## config.mk

```make
export PLATFORM = sky130hd
export DESIGN_NAME = shift_unit_seq_flat
export DESIGN_NICKNAME = d
export VERILOG_FILES = /design/src/rtl/shift_unit_seq_if.sv /design/src/rtl/shift_unit_seq.sv /design/src/flat_wrapper.sv
export SDC_FILE = /design/constraint.sdc
export NUM_CORES = 1
export LEC_CHECK = 0
export CORE_UTILIZATION = 30
export DETAILED_ROUTE_END_ITERATION = 10
export SYNTH_ARGS = -nofsm -noshare
export SYNTH_HDL_FRONTEND = slang
export SYNTH_SLANG_ARGS = --single-unit
```

## constraint.sdc

```tcl
create_clock -name clk -period 1.9 [get_ports clk]
set_input_delay 0.19 -clock clk [delete_from_list [all_inputs] [get_ports clk]]
set_output_delay 0.19 -clock clk [all_outputs]
set_load 0.01 [all_outputs]
```

## src/rtl/shift_unit_seq_if.sv

```systemverilog
// Request/response bundle between the control FSM and the sequential shifter.
interface shift_unit_seq_if #(
  parameter int unsigned DATA_W  = 32,
  parameter int unsigned SHAMT_W = 5
);
  logic               start;
  logic [2:0]         op;
  logic [DATA_W-1:0]  data_in;
  logic [SHAMT_W-1:0] shamt;
  logic               busy;
  logic               done;
  logic [DATA_W-1:0]  data_out;

  modport master (
    output start, op, data_in, shamt,
    input  busy, done, data_out
  );

  modport slave (
    input  start, op, data_in, shamt,
    output busy, done, data_out
  );
endinterface

```

## src/rtl/shift_unit_seq.sv

```systemverilog
// Sequential one-bit-per-clock shifter/rotator with start/busy/done handshake.
// data_out doubles as the working register and the held result.
module shift_unit_seq #(
  parameter int unsigned DATA_W  = 32,
  parameter int unsigned SHAMT_W = 5
) (
  input  logic              clk,
  input  logic              reset_n,
  shift_unit_seq_if.slave   bus
);

  typedef enum logic [1:0] {
    IDLE,
    SHIFT,
    DONE
  } state_t;

  typedef enum logic [2:0] {
    OP_SLL   = 3'b000,
    OP_SRL   = 3'b001,
    OP_SRA   = 3'b010,
    OP_ROR   = 3'b011,
    OP_ROL   = 3'b100,
    OP_PASS5 = 3'b101,
    OP_PASS6 = 3'b110,
    OP_PASS7 = 3'b111
  } op_t;

  state_t             state;
  op_t                op_r;
  logic [SHAMT_W-1:0] cnt;
  logic [DATA_W-1:0]  data_q;
  logic [DATA_W-1:0]  step_d;
  logic               busy_q;
  logic               done_q;

  assign bus.data_out = data_q;
  assign bus.busy     = busy_q;
  assign bus.done     = done_q;

  // One-bit step of the working register according to the latched op.
  always_comb begin
    step_d = data_q;
    case (op_r)
      OP_SLL:  step_d = {data_q[DATA_W-2:0], 1'b0};
      OP_SRL:  step_d = {1'b0, data_q[DATA_W-1:1]};
      OP_SRA:  step_d = {data_q[DATA_W-1], data_q[DATA_W-1:1]};
      OP_ROR:  step_d = {data_q[0], data_q[DATA_W-1:1]};
      OP_ROL:  step_d = {data_q[DATA_W-2:0], data_q[DATA_W-1]};
      default: step_d = data_q;
    endcase
  end

  // Control FSM; busy/done are registered alongside the state so they
  // always equal the decode of the state being entered.
  always_ff @(posedge clk) begin
    if (!reset_n) begin
      state  <= IDLE;
      cnt    <= '0;
      op_r   <= OP_SLL;
      data_q <= '0;
      busy_q <= 1'b0;
      done_q <= 1'b0;
    end else begin
      case (state)
        IDLE: begin
          if (bus.start) begin
            data_q <= bus.data_in;
            op_r   <= op_t'(bus.op);
            cnt    <= bus.shamt;
            busy_q <= 1'b1;
            if (bus.shamt != '0) begin
              state  <= SHIFT;
              done_q <= 1'b0;
            end else begin
              state  <= DONE;
              done_q <= 1'b1;
            end
          end
        end
        SHIFT: begin
          data_q <= step_d;
          cnt    <= cnt - SHAMT_W'(1);
          if (cnt <= SHAMT_W'(1)) begin
            state  <= DONE;
            done_q <= 1'b1;
          end
        end
        DONE: begin
          state  <= IDLE;
          busy_q <= 1'b0;
          done_q <= 1'b0;
        end
        default: begin
          state  <= IDLE;
          busy_q <= 1'b0;
          done_q <= 1'b0;
        end
      endcase
    end
  end

endmodule

```

## src/flat_wrapper.sv

```systemverilog
// flat-port wrapper written by rule: the top's interface ports become plain ports
module shift_unit_seq_flat 
#(
  parameter int unsigned DATA_W  = 32,
  parameter int unsigned SHAMT_W = 5
)
  (clk, reset_n, bus_start, bus_op, bus_data_in, bus_shamt, bus_busy, bus_done, bus_data_out);
  shift_unit_seq_if #(.DATA_W(DATA_W), .SHAMT_W(SHAMT_W)) bus_i ();
  input  logic clk;
  input  logic reset_n;
  input wire logic [$bits(bus_i.start)-1:0] bus_start;
  input wire logic [$bits(bus_i.op)-1:0] bus_op;
  input wire logic [$bits(bus_i.data_in)-1:0] bus_data_in;
  input wire logic [$bits(bus_i.shamt)-1:0] bus_shamt;
  output wire logic [$bits(bus_i.busy)-1:0] bus_busy;
  output wire logic [$bits(bus_i.done)-1:0] bus_done;
  output wire logic [$bits(bus_i.data_out)-1:0] bus_data_out;
  assign bus_i.start = bus_start;
  assign bus_i.op = bus_op;
  assign bus_i.data_in = bus_data_in;
  assign bus_i.shamt = bus_shamt;
  assign bus_busy = bus_i.busy;
  assign bus_done = bus_i.done;
  assign bus_data_out = bus_i.data_out;
  shift_unit_seq #(.DATA_W(DATA_W), .SHAMT_W(SHAMT_W)) u_core (.clk(clk), .reset_n(reset_n), .bus(bus_i));
endmodule
```

* After elaboration in Yosys (flattened, before gate mapping) *
Cells that the tools add are included.

word-level totals
  bits in registers = 44
  input bits = 43

operators by class
  add/subtract/negate cells = 1
  order comparisons = 1
  equal/unequal tests = 10
  muxes and demuxes = 15
  bitwise logic cells = 1
  reductions and logical operators = 10

operators by type and width
  cell                 number
  $pmux 32 s5          1
  $pmux 32 s2          1
  $mux 32              1
  $pmux 5 s2           1
  $reduce_and 2->1     4
  $eq 3x2->1 const B   2
  $mux 2               3
  $ne 6x6->1 const B   1
  $le 5x1->1 const B   1
  $mux 5               1
  $ne 5x5->1 const B   1
  $reduce_bool 5->1    1
  $sub 5x1->5 const B  1
  $mux 1               4
  $ne 2x2->1 const B   2
  $pmux 1 s2           2
  $pmux 2 s2           1
  $reduce_and 4->1     1
  $eq 3x1->1 const B   1
  $eq 3x3->1 const B   1
  $logic_not 3->1      1
  $reduce_and 3->1     1
  $eq 2x1->1 const B   1
  $logic_not 2->1      1
  other kinds (3)      3

* Depth between registers and ports, before layout *
  word-level depth = 4
  mapped depth = 7
  depth with buffers taken out = 5

* Least setup slack after synthesis *
OpenSTA, ideal clock, no wires.

  kind = register -> register
  from = register, netlist name u_core.bus.done
  to = register u_core.data_q[20], in the netlist u_core.bus.data_out[20]
  data arrival time = 1.243 ns
  setup slack = 0.535 ns
  cell stages (with the launch flop) = 8
  period minus slack after synthesis = 1.365 ns
  cells stage by stage = dfxtp_1 -> buf_6 -> nand2b_1 -> buf_2 -> buf_2 -> a21oi_1 -> a21boi_0 -> o22ai_1

RTL lines
  item                  line                  RTL
  to (signal assigned)  shift_unit_seq.sv:68  data_q <= bus.data_in;
  to (signal assigned)  shift_unit_seq.sv:82  data_q <= step_d;
  to (decl)             shift_unit_seq.sv:32  logic [DATA_W-1:0] data_q;

* Final worst setup path *
  from = register u_core.op_r[2]
  to = register u_core.data_q[4], in the netlist u_core.bus.data_out[4]

between the ends
  longest elaborated chain between the ends = 3
  elaborated cells between the ends (all ways) = 9
  those cells by class = 5 x eq/ne; 2 x mux; 2 x reduce/logical

ends and longest elaborated chain
  item                                                    line                  RTL
  from (decl)                                             shift_unit_seq.sv:30  op_t op_r;
  from (signal assigned)                                  shift_unit_seq.sv:69  op_r <= op_t'(bus.op);
  $eq 3x3->1 (tied with other cells)                      shift_unit_seq.sv:44  case (op_r)
  $pmux 32 s5 / $ne 6x6->1 (equally long branches)        n/a
  $pmux 32 s2 / $reduce_and 3->1 (equally long branches)  n/a

Parallel ways exist; a longest one is shown, timed or not.
A chain may end at the register's enable or synchronous reset.

==> summary.md <==
| Metric | Value |
|---|---|
| P_int | `0.001766 W` |
| Final Setup Violations | `0` |
| Area added between synthesis and finish | `38.24%` |
| Routed vias/inst | `5.378` |
| Syn Area/Cell | `8.186 um2` |
| WL per Instance | `14.64 um` |
| FMAX | `617.0 MHz` |
| Vias in the first global route | `2264` |
| Reg power frac | `0.436` |
| Count of different cell masters after synthesis | `38` |
| Final wirelength | `6.707 mm` |
| Worst path arrival time | `1.84 ns` |
| Vias | `2463` |
| First drt pass iteration count | `4` |
| Worst Max-Slew Pin Slew | `0.6796 ns` |
| Gate power share | `0.356` |
| CP delay by family, top | `compound AO/OA/AOI/OAI gates` |
| Final ANT Viol Nets | `0` |
| Pwr/cell area | `800.5 nW/um2` |
| Post-CTS Setup Inserts | `0` |
| Crit Path Class | `flop to flop` |
| Slowest Stage Delay on Critical Path | `0.69 ns` |
| Cts hold-fix bufs | `0` |
| Clock Pin Slew Worst Setup and Hold Paths | `0.08 ns` |
| Syn_nets | `338` |
| Syn Inst Count | `293` |
| Fin crit share | `0.8531` |
| # diodes | `0` |
| Sw Ratio | `0.3348` |
| Main synth FF type | `dfxtp_1` |
| Hold_ws | `0.3688 ns` |
| Seq/Total Area, Yosys | `0.3589` |
| FF-to-FF End | `u_core.bus.data_out[4]$_SDFFE_PN0P_` |
| Input/output buffers | `76` |
| RSZ-0062 raised after global routing | `no` |
| TritonCTS clock tree | `done` |
| Netlist Area Pre-Place | `2399 um2` |
| Clk Latency, worst-skew pair | `0.29 ns` |
| Max Slew Vio Count | `0` |
| CP Buf/Inv Count | `0` |
| Reg2reg start | `u_core.op_r[2]$_SDFFE_PN0P_` |
| Cts repair resizes | `0` |
| I/O pin count | `77` |
| First-pass GRT wire length | `11.23 mm` |
| Final Skew | `0.002467 ns` |
| Initial core utilization | `0.3104` |
| Synthesis-stage register bit count | `43` |
| Layout Nets | `402` |
| Clock Power Share | `0.208` |
| Die Wd | `91.42 um` |
| Aggregate global-route resource usage | `0.1636` |
| P_leak | `1.170 nW` |
| Number of flops mapped to enable cells by yosys | `0` |
| HP Start | `reset_n` |
| Fin. Hold Viols | `0` |
| Detailed placement HPWL | `4.479 mm` |
| DIE AREA | `8357 um2` |
| Global route overflow | `0` |
| Maximum clock path buffer count | `2` |
| Htree depth | `2` |
| Rel. slew slack | `0.5469` |
| Hold depth | `3` |
| Cell Chain, Critical Path | `o21ba_2, a21oi_1, a21boi_1, o22ai_1` |
| Commonest cells after routing, fill and taps aside | `clkdlybuf4s50_1, dfxtp_1, a21oi_1, nand2_1, o211ai_1` |
| Final Critical Period | `1.621 ns` |
| R2R cell count | `4` |
| Hold Path End | `u_core.cnt[4]$_SDFFE_PN0P_` |
| # DRC | `0` |
| Most common cell after layout, fill and taps aside | `clkdlybuf4s50_1` |
| Max FO, Critical Path | `31` |
| Die Span Y | `91.42 um` |
| Sink Count | `43` |
| VDD IR max | `0.2878 mV` |
| Rows | `32` |
| Total CTS buffers | `5` |
| Largest net degree at the start of global routing | `42` |
| Setup TNS | `0 ns` |
| Status | `finished, final reports clean` |
| Min-delay worst type | `primary input to flop` |
| Total core area | `7727 um2` |
| Root Buffer | `clkbuf_8` |
| Final GP Congestion | `0.8381` |
| Layout cells sized above 1 | `0.06461` |
| DR iter-0 viols | `129` |
| Critical Path Source Type | `flop` |
| Max-Cap Viols | `0` |
| CP max stage cell | `o21ba_2` |
| Initial antenna violation count | `0` |
| Worst setup EP type | `flop` |
| Post-synth ARST share | `0` |
| Psw | `0.0008887 W` |
| WP data required | `2.12 ns` |
| Ys Warns | `0` |
| Flop2flop setup slack | `0.28 ns` |
-- power by group through the flow --
stage	Clock, W	Combinational, W	Sequential (W)
after floorplan	0	0.000525	0.00119
after global placement	0	0.000937	0.00118
after detailed placement	0	0.000945	0.00118
after CTS	0.000569	0.000951	0.00116
after global routing	0.000620	0.00103	0.00118
final	0.000552	0.000945	0.00116
-- how the worst max path moves through the flow --
stage	startpoint	to	slack, ns	cells after the start
final	u_core.op_r[2]$_SDFFE_PN0P_	u_core.bus.data_out[4]$_SDFFE_PN0P_	0.28	4
after detailed placement	bus_start	u_core.bus.data_out[24]$_SDFFE_PN0P_	0.22	6
after global routing	u_core.op_r[2]$_SDFFE_PN0P_	u_core.bus.data_out[24]$_SDFFE_PN0P_	0.16	4
after CTS	u_core.op_r[2]$_SDFFE_PN0P_	u_core.bus.data_out[30]$_SDFFE_PN0P_	0.28	4
after floorplan	u_core.bus.done$_SDFFE_PN0P_	u_core.bus.data_out[20]$_SDFFE_PN0P_	0.53	7
after global placement	bus_start	u_core.bus.data_out[28]$_SDFFE_PN0P_	0.28	6
-- layer usage --
layer  part of all wire  vias up  GRT usage
li1                   -     1229          -
met1               0.47     1141     0.2272
met2               0.45       87     0.2581
met3              0.072        6    0.03350
met4             0.0078        0    0.03836
met5                  0        -          0
-- metrics by stage --
step	total power, W	worst slack [ns]	utilization	instances	instance area [um2]
3_5_place_dp	0.002122	0.2152	0.4197	452	3243
3_3_place_gp	0.002115	0.2755	0.4197	452	3243
2_1_floorplan	0.001711	0.5349	-	293	2399
6_report	0.002654	0.2791	0.4291	458	3316
4_1_cts	0.002677	0.2840	0.4291	458	3316
5_1_grt	0.002829	0.1583	0.4291	458	3316
-- Yosys cell counts, drive strengths merged (4+ instances only) --
| cell | count | area [um2] |
|---|---|---|
| o22ai | 31 | 193.9 |
| buf | 18 | 121.4 |
| a21boi | 31 | 232.7 |
| nor2 | 5 | 18.77 |
| dfxtp | 43 | 860.8 |
| a21oi | 38 | 190.2 |
| inv | 4 | 15.01 |
| nand2 | 34 | 127.6 |
| clkbuf | 13 | 48.80 |
| o211ai | 32 | 240.2 |
| mux2i | 4 | 40.04 |
| o21ai | 5 | 25.02 |
| nor2b | 5 | 31.28 |
-- flip-flops by register name, indices dropped and copies added, names as in the netlist --
register / flops
u_core.bus.busy: 1
u_core.bus.data_out: 32
u_core.bus.done: 1
u_core.cnt: 5
u_core.op_r: 3
u_core.state: 1
-- kinds of logic (layout without fill, tap and decap cells) --
| kind of cell | Yosys count | after routing | synth area share |
|---|---|---|---|
| simple gates | 58 | 58 | 0.1158 |
| buf+inv | 35 | 98 | 0.07720 |
| mux | 4 | 4 | 0.01669 |
| compound gates | 151 | 151 | 0.4210 |
| flops | 43 | 43 | 0.3589 |
| fa+ha+maj | 2 | 2 | 0.01043 |
-- layout make-up --
class,instances,area (um2)
Sequential cell,43,860.8
Clock buffer,6,72.57
Fill cell,767,4412
Timing Repair Buffer,88,883.3
Tap cell,102,127.6
Inverter,4,15.01
Multi-Input combinational cell,215,1356
-- worst min-delay path: cells and delay by family --
kind	cells	cell delay [ns]
AOI/OAI and AO/OA	1	0.05
and+or+nand+nor	1	0.12
buffers and inverters	1	0.25
(Power assumes the default switching activity.)
